### config.mk
export PLATFORM = sky130hd
export DESIGN_NAME = ps_config_seq
export DESIGN_NICKNAME = d
export VERILOG_FILES = /design/src/rtl/ps_config_seq.sv
export SDC_FILE = /design/constraint.sdc
export NUM_CORES = 1
export LEC_CHECK = 0
export ABC_AREA = 0
export BUFFER_PORTS_ARGS = -buffer_cell sky130_fd_sc_hd__clkbuf_2
export CAP_MARGIN = 25
export CORE_MARGIN = 1.5
export CORE_UTILIZATION = 45
export DETAILED_ROUTE_END_ITERATION = 8
export PLACE_DENSITY = 0.62
export SLEW_MARGIN = 5
export SYNTH_ARGS = -nofsm -noshare
export SYNTH_HDL_FRONTEND = slang
export SYNTH_SLANG_ARGS = --single-unit
### constraint.sdc
create_clock -name CLK50 -period 6.6 [get_ports CLK50]
set_clock_uncertainty 0.2 [all_clocks]
set_input_delay 1.65 -clock CLK50 [delete_from_list [all_inputs] [get_ports CLK50]]
set_output_delay 1.65 -clock CLK50 [all_outputs]
set_load 0.01 [all_outputs]
### src/rtl/ps_config_seq.sv
// Passive-Serial configuration sequencer: nCONFIG pulse, nSTATUS wait, LSB-first byte shift, CONF_DONE, init clocks.
// Optional BYTE_CNT output enabled by defining PSCFG_BYTECNT_EN.
module ps_config_seq #(
    parameter int CLK_DIV      = 1,
    parameter int NCFG_LOW_CYC = 100,
    parameter int NSTAT_TMO    = 5000,
    parameter int POST_CLKS    = 16
) (
    input  logic        CLK50,
    input  logic        RST,
    input  logic        START,
    input  logic        ABORT,
    input  logic [7:0]  DIN,
    input  logic        DIN_VALID,
    output logic        DIN_READY,
    output logic        NCONFIG_OE,
    input  logic        NSTATUS,
    input  logic        CONF_DONE,
    output logic        DCLK,
    output logic        DATA0,
    output logic        BUSY,
    output logic        DONE,
    output logic        ERR,
    output logic [1:0]  ERR_CODE
`ifdef PSCFG_BYTECNT_EN
    ,
    output logic [23:0] BYTE_CNT
`endif
);

    localparam int MAXP_A = (NCFG_LOW_CYC > NSTAT_TMO) ? NCFG_LOW_CYC : NSTAT_TMO;
    localparam int MAXP   = (MAXP_A > POST_CLKS) ? MAXP_A : POST_CLKS;
    localparam int CW     = $clog2(MAXP + 1);
    localparam int PW     = (CLK_DIV > 1) ? $clog2(CLK_DIV) : 1;

    localparam logic [CW-1:0] NCFG_LAST = CW'(NCFG_LOW_CYC - 1);
    localparam logic [CW-1:0] TMO_LAST  = CW'(NSTAT_TMO - 1);
    localparam logic [CW-1:0] POST_LAST = CW'(POST_CLKS - 1);
    localparam logic [PW-1:0] PH_LAST   = PW'(CLK_DIV - 1);

    localparam logic [2:0] S_IDLE  = 3'd0;
    localparam logic [2:0] S_NCFG  = 3'd1;
    localparam logic [2:0] S_WAIT  = 3'd2;
    localparam logic [2:0] S_LOAD  = 3'd3;
    localparam logic [2:0] S_SHIFT = 3'd4;
    localparam logic [2:0] S_POST  = 3'd5;
    localparam logic [2:0] S_DONE  = 3'd6;
    localparam logic [2:0] S_ERROR = 3'd7;

    logic [2:0]    state_q, state_d;
    logic          nst_s_q, nst_q, cd_s_q, cd_q;
    logic [CW-1:0] cnt_q, cnt_d;
    logic [PW-1:0] ph_q, ph_d;
    logic [2:0]    bit_q, bit_d;
    logic [6:0]    sh_q, sh_d;
    logic          dclk_q, dclk_d;
    logic          data_q, data_d;
    logic [1:0]    code_q, code_d;
    logic          xfer, ph_last, active;

    always_ff @(posedge CLK50 or posedge RST) begin
        if (RST) begin
            nst_s_q <= 1'b0;
            nst_q   <= 1'b0;
            cd_s_q  <= 1'b0;
            cd_q    <= 1'b0;
        end else begin
            nst_s_q <= NSTATUS;
            nst_q   <= nst_s_q;
            cd_s_q  <= CONF_DONE;
            cd_q    <= cd_s_q;
        end
    end

    assign DIN_READY  = (state_q == S_LOAD) && !cd_q;
    assign NCONFIG_OE = (state_q == S_NCFG);
    assign BUSY       = (state_q == S_NCFG) || (state_q == S_WAIT) || active;
    assign DONE       = (state_q == S_DONE);
    assign ERR        = (state_q == S_ERROR);
    assign ERR_CODE   = code_q;
    assign DCLK       = dclk_q;
    assign DATA0      = data_q;

    assign active  = (state_q == S_LOAD) || (state_q == S_SHIFT) || (state_q == S_POST);
    assign xfer    = DIN_VALID && DIN_READY;
    assign ph_last = (ph_q == PH_LAST);

    always_comb begin
        state_d = state_q;
        cnt_d   = cnt_q;
        ph_d    = ph_q;
        bit_d   = bit_q;
        sh_d    = sh_q;
        dclk_d  = dclk_q;
        data_d  = data_q;
        code_d  = code_q;

        case (state_q)
            S_IDLE: begin
                cnt_d = '0;
                ph_d  = '0;
                bit_d = '0;
                if (START) begin
                    state_d = S_NCFG;
                    code_d  = 2'd0;
                end
            end
            S_NCFG: begin
                if (cnt_q == NCFG_LAST) begin
                    state_d = S_WAIT;
                    cnt_d   = '0;
                end else begin
                    cnt_d = cnt_q + CW'(1);
                end
            end
            S_WAIT: begin
                if (nst_q) begin
                    state_d = S_LOAD;
                    cnt_d   = '0;
                end else if (cnt_q == TMO_LAST) begin
                    state_d = S_ERROR;
                    code_d  = 2'd1;
                end else begin
                    cnt_d = cnt_q + CW'(1);
                end
            end
            S_LOAD: begin
                dclk_d = 1'b0;
                ph_d   = '0;
                bit_d  = '0;
                if (cd_q) begin
                    state_d = S_POST;
                    cnt_d   = '0;
                    data_d  = 1'b0;
                end else if (xfer) begin
                    // Bit 0 goes straight to DATA0; the shifter holds only bits 7:1.
                    state_d = S_SHIFT;
                    data_d  = DIN[0];
                    sh_d    = DIN[7:1];
                end
            end
            S_SHIFT: begin
                if (ph_last) begin
                    ph_d = '0;
                    if (!dclk_q) begin
                        dclk_d = 1'b1;
                    end else begin
                        dclk_d = 1'b0;
                        if (bit_q == 3'd7) begin
                            bit_d   = 3'd0;
                            state_d = S_LOAD;
                        end else begin
                            bit_d  = bit_q + 3'd1;
                            data_d = sh_q[0];
                            sh_d   = {1'b0, sh_q[6:1]};
                        end
                    end
                end else begin
                    ph_d = ph_q + PW'(1);
                end
            end
            S_POST: begin
                data_d = 1'b0;
                if (ph_last) begin
                    ph_d = '0;
                    if (!dclk_q) begin
                        dclk_d = 1'b1;
                    end else begin
                        dclk_d = 1'b0;
                        if (cnt_q == POST_LAST) begin
                            state_d = S_DONE;
                        end else begin
                            cnt_d = cnt_q + CW'(1);
                        end
                    end
                end else begin
                    ph_d = ph_q + PW'(1);
                end
            end
            default: begin
                dclk_d = 1'b0;
                data_d = 1'b0;
                if (START) begin
                    state_d = S_NCFG;
                    cnt_d   = '0;
                    ph_d    = '0;
                    bit_d   = '0;
                    code_d  = 2'd0;
                end
            end
        endcase

        // Fault exits override normal sequencing; ABORT is checked last so it wins.
        if (active && !nst_q) begin
            state_d = S_ERROR;
            code_d  = 2'd2;
            dclk_d  = 1'b0;
            data_d  = 1'b0;
        end
        if (BUSY && ABORT) begin
            state_d = S_ERROR;
            code_d  = 2'd3;
            dclk_d  = 1'b0;
            data_d  = 1'b0;
        end
    end

    always_ff @(posedge CLK50 or posedge RST) begin
        if (RST) begin
            state_q <= S_IDLE;
            cnt_q   <= '0;
            ph_q    <= '0;
            bit_q   <= '0;
            sh_q    <= '0;
            dclk_q  <= 1'b0;
            data_q  <= 1'b0;
            code_q  <= 2'd0;
        end else begin
            state_q <= state_d;
            cnt_q   <= cnt_d;
            ph_q    <= ph_d;
            bit_q   <= bit_d;
            sh_q    <= sh_d;
            dclk_q  <= dclk_d;
            data_q  <= data_d;
            code_q  <= code_d;
        end
    end

`ifdef PSCFG_BYTECNT_EN
    logic [23:0] bc_q, bc_d;

    always_comb begin
        bc_d = bc_q;
        if (state_d == S_NCFG && state_q != S_NCFG) begin
            bc_d = '0;
        end else if (xfer && bc_q != '1) begin
            bc_d = bc_q + 24'd1;
        end
    end

    always_ff @(posedge CLK50 or posedge RST) begin
        if (RST) begin
            bc_q <= '0;
        end else begin
            bc_q <= bc_d;
        end
    end

    assign BYTE_CNT = bc_q;
`endif

endmodule

* Word level (Yosys, flattened, before mapping)
Cells that the tools add are included.
Word-level totals: ROM bits 0, register bits 35, RAM bits 0, output and inout port bits 9, memories kept 0, logic and storage cells 142, input port bits 15, bits in latches 0
Cells by class: shifts and indexed selects 0, mux-type cells 57, divide/modulo/power cells 0, $add $sub $neg 3, reductions and logical operators 31, equal/unequal tests 36, multipliers 0, bitwise operators 3, order comparisons 0
Operators by type and width (count):
- 2-to-1 mux 13 bit | 8
- case mux 13 bit (6 select lines) | 1
- 2-to-1 mux 3 bit | 18
- 2-to-1 mux 7 bit | 5
- inequality test 4 x 2 -> 1 bit (second input constant) | 7
- inequality test 2 bit (second input constant) | 9
- inequality test 4 x 1 -> 1 bit (second input constant) | 4
- == test 3 bit (second input constant) | 5
- case mux 3 bit (5 select lines) | 1
- case mux 7 bit (2 select lines) | 1
- adder 13 x 1 -> 13 bit (second input constant) | 1
- == test 13 bit (second input constant) | 1
- == test 13 x 4 -> 1 bit (second input constant) | 1
- == test 13 x 7 -> 1 bit (second input constant) | 1
- 2-to-1 mux 1 bit | 13
- 2-to-1 mux 2 bit | 5
- AND reduction 10 bit | 1
- case mux 3 bit (3 select lines) | 1
- AND reduction 4 bit | 2
- nonzero test 8 bit | 1
- AND reduction 7 bit | 1
- == test 3 x 2 -> 1 bit (second input constant) | 2
- inequality test 3 x 1 -> 1 bit (second input constant) | 2
- case mux 1 bit (3 select lines) | 2
- other kinds (23) | 37

* Depth between registers and ports, before layout
Gate-level depths: netlist of the first run.
word-level depth 8, depth in mapped cells 7, mapped depth without buffers 7

* Worst setup path before layout of the first run
No wires, ideal clock.
path kind flip-flop to output port, start point register state_q[2], end point output BUSY, path buffers 2, cell stages (with the launch flop) 5, slack 3.403 ns, arrival 1.347 ns, data required time 4.750 ns, cells stage by stage dfrtp_1 -> clkbuf_1 -> clkbuf_1 -> or3_1 -> and2_1
Between the ends: cells in the longest elaborated chain, start to end 4
Ends and longest elaborated chain:
- start, declared | RTL line 50 | logic [2:0] state_q, state_d;
- start signal, assigned | RTL line 219 | state_q <= state_d;
- == test 3 x 2 -> 1 bit / == test 3 bit (equally long branches) | RTL line 84 | assign active = (state_q == S_LOAD) || (state_q == S_SHIFT) || (state_q == S_POST);
- logical OR 1 bit (2 in a row) | RTL line 84
- logical OR 1 bit * | RTL line 77 | assign BUSY = (state_q == S_NCFG) || (state_q == S_WAIT) || active;
- end, declared | RTL line 21 | output logic BUSY,
Mark *: on every way between the ends. The rest lies on a longest branch, timed or not.

* Final worst setup path of the first run
start point register state_q[1], end point output DIN_READY
Between the ends: cells in the longest elaborated chain, start to end 2
Ends and longest elaborated chain:
- == test 3 x 2 -> 1 bit | RTL line 75 | assign DIN_READY = (state_q == S_LOAD) && !cd_q;
- logical AND 1 bit | RTL line 75
- end, declared | RTL line 15 | output logic DIN_READY,
No other way between the ends.

==> results.cfg, run 1 <==
[sta]
rsz0062_at_grt = false
final.setup.tns_ns = 0
post-route-min-period_ns = 3.87
drv_slew = 0
setup_viol_count_final = 0
worst_pin_slew_ns = 0.890
hold_viol_final = 0
fmax_mhz = 259
period_share = 0.586
maxSlewHeadroom = 0.407

[global_routing]
grt_overflow = 0
grt_pass1_vias = 1521
grt_pass1_wl_mm = 7.30
antenna_found_initial = 0
grt_max_degree = 35
grt_usage = 0.186

[routing]
ant_nets = 0
drc = 0
postRouteWirelength_mm = 4.30
drt-wirelength-per-cell_um = 14.5
drt_iter0_drc = 124
viasPerCell = 5.74
first_pass_iters = 4
vias = 1706

[synth]
ys_types = 44
ys_warn_count = 0
synth_flop_cell = dfrtp_1
synth-edff-count = 0
ys_seq_area_frac = 0.418
synth_seq_cells = 34
syn_avg_cell_area_um2 = 9.12
synth_cells = 223
async_flop_share = 1.00
syn-cell-area_mm2 = 0.00203
synth_nets = 241

[clock_tree]
cts.path.max_buffers = 2
clkSinkCount = 34
ctsHoldBuffers = 0
htreeDepth = 2
postCtsSetupBuffers = 0
post_cts_resized = 0
cts_tree = yes
numCtsBuffers = 5
path_clk_slew_ns = 0.08
clock_latency_ns = 0.29
cts_root_buf = clkbuf_8

[floorplanning]
initial_core_util = 0.467
die-area_mm2 = 0.00493
die_h_um = 70.2
ios = 24
num_rows = 24
core_mm2 = 0.00435
dieWidth_um = 70.2

[critical_path]
cp.depth = 2
crit_buf_inv = 1
crit_path_start_kind = flip-flop
required_ns = 4.75
cpPeakStageDelay_ns = 0.76
worst-setup-path-type = flip-flop to output port
critPathMaxFanout = 21
r2r_slack_ns = 3.89
crit_slowest_cell = nor4bb_1
crit_arrival_ns = 2.02
end_kind = output port
worstPathCellList = nor4bb_1, clkbuf_2
crit_family = simple AND/OR/NAND/NOR gates
rr_worst_depth = 5
timing.rr.start = state_q[1]$_DFFE_PP0P_
reg2reg_to = cnt_q[10]$_DFFE_PP0P_

[finish]
antenna_cells = 0
num-fill-cells = 413
instances_no_fill = 297
drive_above_1_share = 0.188
syn_to_final_growth_pct = 12.8
nets = 262

[placed_design]
place_congestion = 0.790
hpwl_mm = 2.99
port_buffers = 23
place_inst = 289

[status]
status = completed

[hold_path]
min_path_cells = 0
holdPathEnd = cd_q$_DFF_PP0_
hp-start = cd_s_q$_DFF_PP0_
holdCritPathClass = flip-flop to flip-flop

[job]
cap_violations = 0

[pwr]
leakage_nw = 1.05
p_per_area_mw_per_mm2 = 377
ir_drop_v = 0.000186
power by group:
part,total (W),switching (W),leakage (nW),internal [W]
Combinational,0.000357,0.000206,0.565,0.000151
Clock,0.000196,0.0000834,0.0504,0.000112
Sequential,0.000312,0.0000586,0.439,0.000253
per-layer routing:
layer,vias up,part of all wire,GRT usage
li1,866,-,-
met1,805,0.53,0.277
met2,28,0.43,0.266
met3,7,0.031,0.0390
met4,0,0.014,0.0705
met5,-,0,0
registers in the layout, indices dropped and copies added (netlist names), 2 cells and up:
register  flops
bit_q         3
sh_q          7
state_q       3
ERR_CODE      2
cnt_q        13
worst max path at each step:
stage,slack (ns),from,end
finish,2.73,state_q[1]$_DFFE_PP0P_,DIN_READY
global route,2.63,state_q[1]$_DFFE_PP0P_,DIN_READY
CTS,2.80,state_q[1]$_DFFE_PP0P_,DIN_READY
detailed placement,3.12,START,cnt_q[5]$_DFFE_PP0P_
global placement,3.14,state_q[1]$_DFFE_PP0P_,DIN_READY
floorplan,3.40,state_q[2]$_DFFE_PP0P_,BUSY
cell usage after synthesis, types with 2 or more instances:
master	instances	area [um2]
a211oi_1	2	15.0
a21o_1	7	52.6
a21oi_1	14	70.1
a22o_1	5	43.8
buf_2	2	10.0
clkbuf_1	7	26.3
dfrtp_1	34	851
ha_1	3	37.5
inv_1	8	30.0
mux2_2	2	22.5
mux2i_1	10	100
nand2_1	22	82.6
nand2b_1	7	43.8
nand3_1	9	45.0
nand4b_1	2	17.5
nor2_1	18	67.6
nor2b_1	4	25.0
nor3_1	5	25.0
nor4_1	2	12.5
o211a_1	2	20.0
o211ai_1	3	22.5
o21ai_0	21	105
o22ai_1	3	18.8
o31ai_1	4	30.0
o41ai_1	5	43.8
or2_2	4	25.0
cells by family after synthesis:
logic type,count (synthesis),synth area share
AND/OR/NAND/NOR,84,0.225
AO/OA/AOI/OAI,72,0.242
flip-flops,34,0.418
buffers and inverters,18,0.0351
multiplexers,12,0.0603
adder cells (fa/ha/maj),3,0.0185
stage by stage:
step           setup slack [ns]  hold slack, ns  area (um2)  power, W   util
3_3_place_gp               3.14           0.133        2180  0.000668  0.501
4_1_cts                    2.80           0.168        2290  0.000868  0.527
5_1_grt                    2.63           0.180        2290  0.000930  0.527
6_report                   2.73           0.166        2290  0.000865  0.527
3_5_place_dp               3.12           0.150        2180  0.000669  0.501
2_1_floorplan              3.40           0.131        2030  0.000591      -
final cells by class:
class,count,area [um2],area share
Clock buffer,5,68.8,0.0300
Clock inverter,3,45.0,0.0196
Inverter,8,30.0,0.0131
Multi-Input combinational cell,171,1110,0.484
Sequential cell,34,851,0.371
Tap cell,52,65.1,0.0284
Timing Repair Buffer,24,123,0.0535
cells in the final DEF (no fill, tap or decap), types with 2 or more instances in the layout:
cell	n
mux2_2	2
o211a_1	2
nor3_1	5
o211ai_1	3
clkbuf_2	23
nand2b_1	7
ha_1	3
mux2i_1	10
a21o_1	7
clkbuf_8	5
a21oi_1	14
o21ai_0	21
nand3_1	9
clkinvlp_4	2
nor2_1	18
nand4b_1	2
o31ai_1	4
nand2_1	22
o22ai_1	3
or2_2	4
a22o_1	5
a211oi_1	2
o41ai_1	5
nor2b_1	4
inv_1	8
nor4_1	2
dfrtp_1	34
Power figures use the tool's default switching activity.
==> run 2, diff against run 1 <==
Settings changed: ABC_AREA 0 to 1.
Clock period 6.6 ns to 3.6 ns, I/O delays scaled along.
==> run 2 against run 1 <==
Utilization down 1.1 points; wire length up 17%; clock-buffer cell count increased by 2; register-to-register slack got worse by 2.6 ns; critical path depth is 1 higher; die area rose by 6.8%; global-route usage grew 3.1 points; worst hold slack got worse by 0.017 ns; sequential cell count unchanged; sequential share of layout area shrank 2.0 points; worst setup slack lost 1.8 ns; first-iteration DRC count is 140% higher; critical path type unchanged; critical endpoint is now BUSY.
==> results.cfg, run 2 <==
[floorplanning]
initial_core_util = 0.464
die_h_um = 72.6
core_mm2 = 0.00469
dieWidth_um = 72.6
ios = 24
num_rows = 25
die-area_mm2 = 0.00527

[global_routing]
grt_overflow = 0
grt_pass1_vias = 1869
grt_usage = 0.218
globalRouteMet1Util = 0.330
antenna_found_initial = 0
grt_max_degree = 35
grt_use_met3 = 0.0497
use_met2 = 0.305
grt.busiest_layer = met1
grt_pass1_wl_mm = 8.79

[sta]
setup_viol_count_final = 0
fmax_mhz = 377
maxSlewHeadroom = 0.641
hold_viol_final = 0
final.setup.tns_ns = 0
period_share = 0.736
drv_slew = 0
rsz0062_at_grt = false
finalWorstSetupSlack_ns = 0.951
post-route-min-period_ns = 2.65
worst_pin_slew_ns = 0.538

[routing]
viasPerCell = 5.30
ant_nets = 0
vias = 2061
first_pass_iters = 5
drc = 0
drt_iter0_drc = 302
drt-wirelength-per-cell_um = 13.0
postRouteWirelength_mm = 5.05

[synth]
synth_seq_cells = 34
ys_types = 29
synthXorXnorAreaFrac = 0.0241
synth_fa_ha_area_frac = 0.0172
synth-edff-count = 0
synth_simple_gate_area_frac = 0.378
synth.area.mux_share = 0.00460
yosys.area.top_type = dfrtp_1
async_flop_share = 1.00
synth_top_area_frac = 0.391
ys_seq_area_frac = 0.391
synth_nets = 325
syn_avg_cell_area_um2 = 7.10
synth.most_common_cell = nand2_1
syn-cell-area_mm2 = 0.00218
synthTopCellsByCount = nand2_1, nand3_1, nor2_1, dfrtp_1, inv_1
synth_flop_cell = dfrtp_1
synth_area_leaders = dfrtp_1, nand2_1, nand3_1
synth_cells = 307
ys_warn_count = 0
synth-compound-area-share = 0.102
synth_top_family_by_area = simple AND/OR/NAND/NOR gates

[clock_tree]
postCtsSetupBuffers = 0
post_cts_resized = 0
htreeDepth = 2
cts.path.max_buffers = 2
path_clk_slew_ns = 0.08
clock_latency_ns = 0.29
numCtsBuffers = 5
clkSinkCount = 34
ctsHoldBuffers = 0
cts_root_buf = clkbuf_8
cts_tree = yes

[pwr]
p_per_area_mw_per_mm2 = 687
leakage_nw = 1.18
ir_drop_v = 0.000276

[placed_design]
dp_slack_ns = 1.17
hpwl_mm = 3.75
place_congestion = 0.911
place_area_mm2 = 0.00233
port_buffers = 23

[finish]
antenna_cells = 0
regMostFlops = cnt_q
syn_to_final_growth_pct = 11.1
drive_above_1_share = 0.149
layout_commonest_cell = nand2_1
finalInstanceArea_mm2 = 0.00242
num-fill-cells = 484
largest_reg_flops = 13
nets = 352
final_cell_mix = nand2_1, nand3_1, nor2_1
reg_top3 = cnt_q (13), sh_q (7)

[critical_path]
critPathMaxFanout = 10
crit_path_start_kind = flip-flop
worst-setup-path-type = flip-flop to output port
required_ns = 2.50
end_kind = output port
crit_arrival_ns = 1.55

[hold_path]
holdCritPathClass = flip-flop to flip-flop

[job]
cap_violations = 0

[status]
status = completed
-- run 2: cell count changes in the layout (fill, tap and decap cells not counted), moves of 6 or more --
| cell | change |
|---|---|
| nand2b_1 | -7 |
| mux2i_1 | -9 |
| a21o_1 | -7 |
| a21oi_1 | -9 |
| nor2_1 | +17 |
| inv_1 | +25 |
| nand3_1 | +27 |
| nor2_2 | +7 |
| nand4_1 | +6 |
| nand2_1 | +58 |
-- run 2: metrics by stage --
| stage | utilization | power, W | hold slack [ns] | cells |
|---|---|---|---|---|
| 3_5_place_dp | 0.497 | 0.00137 | 0.140 | 381 |
| 2_1_floorplan | - | 0.00120 | 0.131 | 307 |
| 3_3_place_gp | 0.497 | 0.00137 | 0.135 | 381 |
| 4_1_cts | 0.516 | 0.00167 | 0.155 | 389 |
| 5_1_grt | 0.516 | 0.00181 | 0.159 | 389 |
| 6_report | 0.516 | 0.00166 | 0.149 | 389 |
-- run 2: cell families (layout without fill, tap and decap cells) --
group,Yosys count,after routing
simple gates,181,181
buf+inv,42,70
compound gates,40,40
flops,34,34
xor+xnor,6,6
fa+ha+maj,3,3
mux,1,1
-- run 2: report_power, final --
group / internal (W) / switching [W] / leakage, nW
Sequential: 0.000477 / 0.0000826 / 0.439
Clock: 0.000154 / 0.000146 / 0.0482
Combinational: 0.000249 / 0.000553 / 0.693
-- run 2: final timing paths --
kind	start	endpoint	slack [ns]	depth (start not counted)
min in group asynchronous	RST	cnt_q[10]$_DFFE_PP0P_	0.48	3
worst min-delay path	cd_s_q$_DFF_PP0_	cd_q$_DFF_PP0_	0.15	0
worst max register to register	cnt_q[0]$_DFFE_PP0P_	cnt_q[8]$_DFFE_PP0P_	1.29	8
worst min register to register	cd_s_q$_DFF_PP0_	cd_q$_DFF_PP0_	0.15	0
max in group asynchronous	RST	sh_q[0]$_DFFE_PP0P_	2.40	3
worst max-delay path	state_q[2]$_DFFE_PP0P_	BUSY	0.95	3
-- run 2: area by class of cell --
class / count / area (um2) / area share
clock buffers: 7 / 86.3 / 0.0357
clock inverters: 1 / 5.00 / 0.00207
inverters: 38 / 143 / 0.0589
multi-input cells: 231 / 1150 / 0.473
flip-flops and latches: 34 / 851 / 0.351
well taps: 54 / 67.6 / 0.0279
repair buffers: 24 / 123 / 0.0506
-- run 2: critical path: stages (launching register included) --
cell	delay [ns]
dfrtp_1	0.54
nand2_1	0.25
a21boi_1	0.29
clkbuf_2	0.18
-- run 2: routing by layer --
layer | share of wire | wire length (um) | vias up
met5 | 0 | 0 | -
met4 | 0.015 | 78 | 0
met3 | 0.058 | 292 | 9
met2 | 0.42 | 2110 | 62
met1 | 0.51 | 2570 | 932
li1 | - | - | 1058
==> run 3, diff against run 2 <==
Settings changed: ABC_AREA 1 to 0, PLACE_DENSITY 0.62 to 0.65.
Clock period 3.6 ns to 2.4 ns, I/O delays scaled along.
==> run 3 against run 2 <==
First-iteration DRC count fell by 51%; wire length shrank 6.7%; global-route usage down 0.59 points; combinational power up 62%; sequential share of layout area shrank 1.5 points; clock-buffer cell count down 2; largest power group unchanged; non-clock buffer count up 25; worst setup slack got worse by 0.92 ns; register-to-register slack lost 1.2 ns; critical endpoint unchanged.
==> results.cfg, run 3 (synthesis gave the netlist of run 1 again) <==
[placed_design]
port_buffers = 23
place_congestion = 0.885
place_inst = 309
hpwl_mm = 3.34

[clock_tree]
numCtsBuffers = 5
cts.path.max_buffers = 2
ctsHoldBuffers = 0
cts_root_buf = clkbuf_8
htreeDepth = 2
cts_tree = yes
clock_latency_ns = 0.29
clkSinkCount = 34
path_clk_slew_ns = 0.08

[critical_path]
cp.depth = 4
worst-setup-path-type = flip-flop to output port
end_kind = output port
rr_worst_depth = 7
timing.rr.start = state_q[0]$_DFFE_PP0P_
crit_path_start_kind = flip-flop
r2r_slack_ns = 0.13
critPathMaxFanout = 14
required_ns = 1.60
crit_arrival_ns = 1.57
reg2reg_to = cnt_q[5]$_DFFE_PP0P_
crit_buf_inv = 2
crit_slowest_cell = or3_1
crit_family = simple AND/OR/NAND/NOR gates
worstPathCellList = buf_4, or3_1, and2_1, clkbuf_2
cpPeakStageDelay_ns = 0.41

[finish]
drive_above_1_share = 0.293
antenna_cells = 0
multiInputGateArea_mm2 = 0.00116
nets = 287
final_cell_mix = dfrtp_1, buf_4, clkbuf_2
num-fill-cells = 380
register_area_um2 = 853
regMostFlops = cnt_q
instances_no_fill = 322
layout_commonest_cell = dfrtp_1
final_util = 0.582
reg_top3 = cnt_q (13), sh_q (7)
syn_to_final_growth_pct = 24.6
largest_reg_flops = 13

[sta]
fmax_mhz = 423
period_share = 0.986
hold_ws_ns = 0.151
maxSlewHeadroom = 0.429
setup_viol_count_final = 0
rsz0062_at_grt = true
hold_viol_final = 0
drv_slew = 0
worst_pin_slew_ns = 0.857
post-route-min-period_ns = 2.37

[floorplanning]
ios = 24
die_h_um = 70.2
dieWidth_um = 70.2
initial_core_util = 0.467
core_mm2 = 0.00435
die-area_mm2 = 0.00493
num_rows = 24

[routing]
drt-wirelength-per-cell_um = 14.6
drc = 0
drt_iter0_drc = 149
vias = 1819
postRouteWirelength_mm = 4.71
first_pass_iters = 4
viasPerCell = 5.65
ant_nets = 0

[hold_path]
hp-start = nst_s_q$_DFF_PP0_
min_path_cells = 0
holdCritPathClass = flip-flop to flip-flop
holdPathEnd = nst_q$_DFF_PP0_

[global_routing]
antenna_found_initial = 0
grt_pass1_wl_mm = 8.25
grt_usage = 0.212
grt_max_degree = 35
grt_pass1_vias = 1802
grt_overflow = 0

[status]
status = completed

[pwr]
seq_power_share = 0.299
p_comb_frac = 0.494
ir_drop_v = 0.000519
p_sw_w = 0.00103
leakage_nw = 1.18
power.total_w = 0.00262
p_int_w = 0.00159
pwr-share-clk = 0.207
switching_share = 0.393
p_per_area_mw_per_mm2 = 1040

[job]
cap_violations = 0
==> run 3: changes by cell type in the layout (fill, tap and decap cells not counted), sizes merged, moves of 5 or more <==
cell / previous run / this run
nand2: 84 / 23
inv: 37 / 8
nand3: 37 / 9
buf: 1 / 26
nor2: 42 / 18
mux2i: 1 / 10
a21oi: 6 / 14
a21o: 0 / 7
nand2b: 0 / 7
nand4: 7 / 1
o41ai: 0 / 6
a22o: 0 / 5
o21ai: 26 / 21
==> run 3: metal layers <==
metal,GRT usage,vias up,share of wire
met3,0.0404,5,0.030
met5,0,-,0
met4,0.0919,0,0.017
met2,0.316,36,0.45
met1,0.300,854,0.50
li1,-,924,-
==> run 3: power groups by stage <==
stage	clock network, W	registers [W]	logic, W
2_1_floorplan	0	0.000775	0.000850
3_3_place_gp	0	0.000813	0.00117
3_5_place_dp	0	0.000817	0.00118
4_1_cts	0.000554	0.000781	0.00126
5_1_grt	0.000570	0.000802	0.00144
6_report	0.000544	0.000785	0.00130
==> run 3: worst max-delay path by stage <==
stage / startpoint / slack (ns) / end
final: state_q[2]$_DFFE_PP0P_ / 0.03 / BUSY
after global routing: state_q[2]$_DFFE_PP0P_ / -0.03 / cnt_q[6]$_DFFE_PP0P_
after CTS: cnt_q[0]$_DFFE_PP0P_ / 0.007 / cnt_q[5]$_DFFE_PP0P_
after detailed placement: cnt_q[10]$_DFFE_PP0P_ / 0.05 / state_q[0]$_DFFE_PP0P_
after global placement: cnt_q[10]$_DFFE_PP0P_ / 0.07 / cnt_q[10]$_DFFE_PP0P_
after floorplan: cnt_q[7]$_DFFE_PP0P_ / 0.13 / cnt_q[4]$_DFFE_PP0P_
==> run 3: repair_timing <==
item                       CTS  global route
pin swaps                    0             1
resized for setup            2             8
setup endpoints to repair    2            15
setup buffers                5             0
==> run 3: layout make-up <==
class	count	area share
Clock inverter	3	0.0178
Sequential cell	34	0.337
Inverter	8	0.0119
Clock buffer	5	0.0272
Multi-Input combinational cell	171	0.458
Tap cell	52	0.0257
Timing Repair Buffer	49	0.122
==> run 3: metrics by stage <==
step	setup slack, ns	instance area [um2]	setup TNS [ns]
2_1_floorplan	0.127	2030	0
4_1_cts	0.00749	2480	0
3_3_place_gp	0.0710	2330	0
6_report	0.0338	2530	0
3_5_place_dp	0.0504	2330	0
5_1_grt	-0.0261	2530	-0.0433
==> run 3: worst register-to-register path, cell delays in order, from the launching register on <==
cell	delay (ns)
dfrtp_2	0.41
buf_4	0.16
buf_4	0.14
nand2b_1	0.12
nor2_1	0.08
a221o_2	0.41
nand2b_1	0.28
o41ai_1	0.36
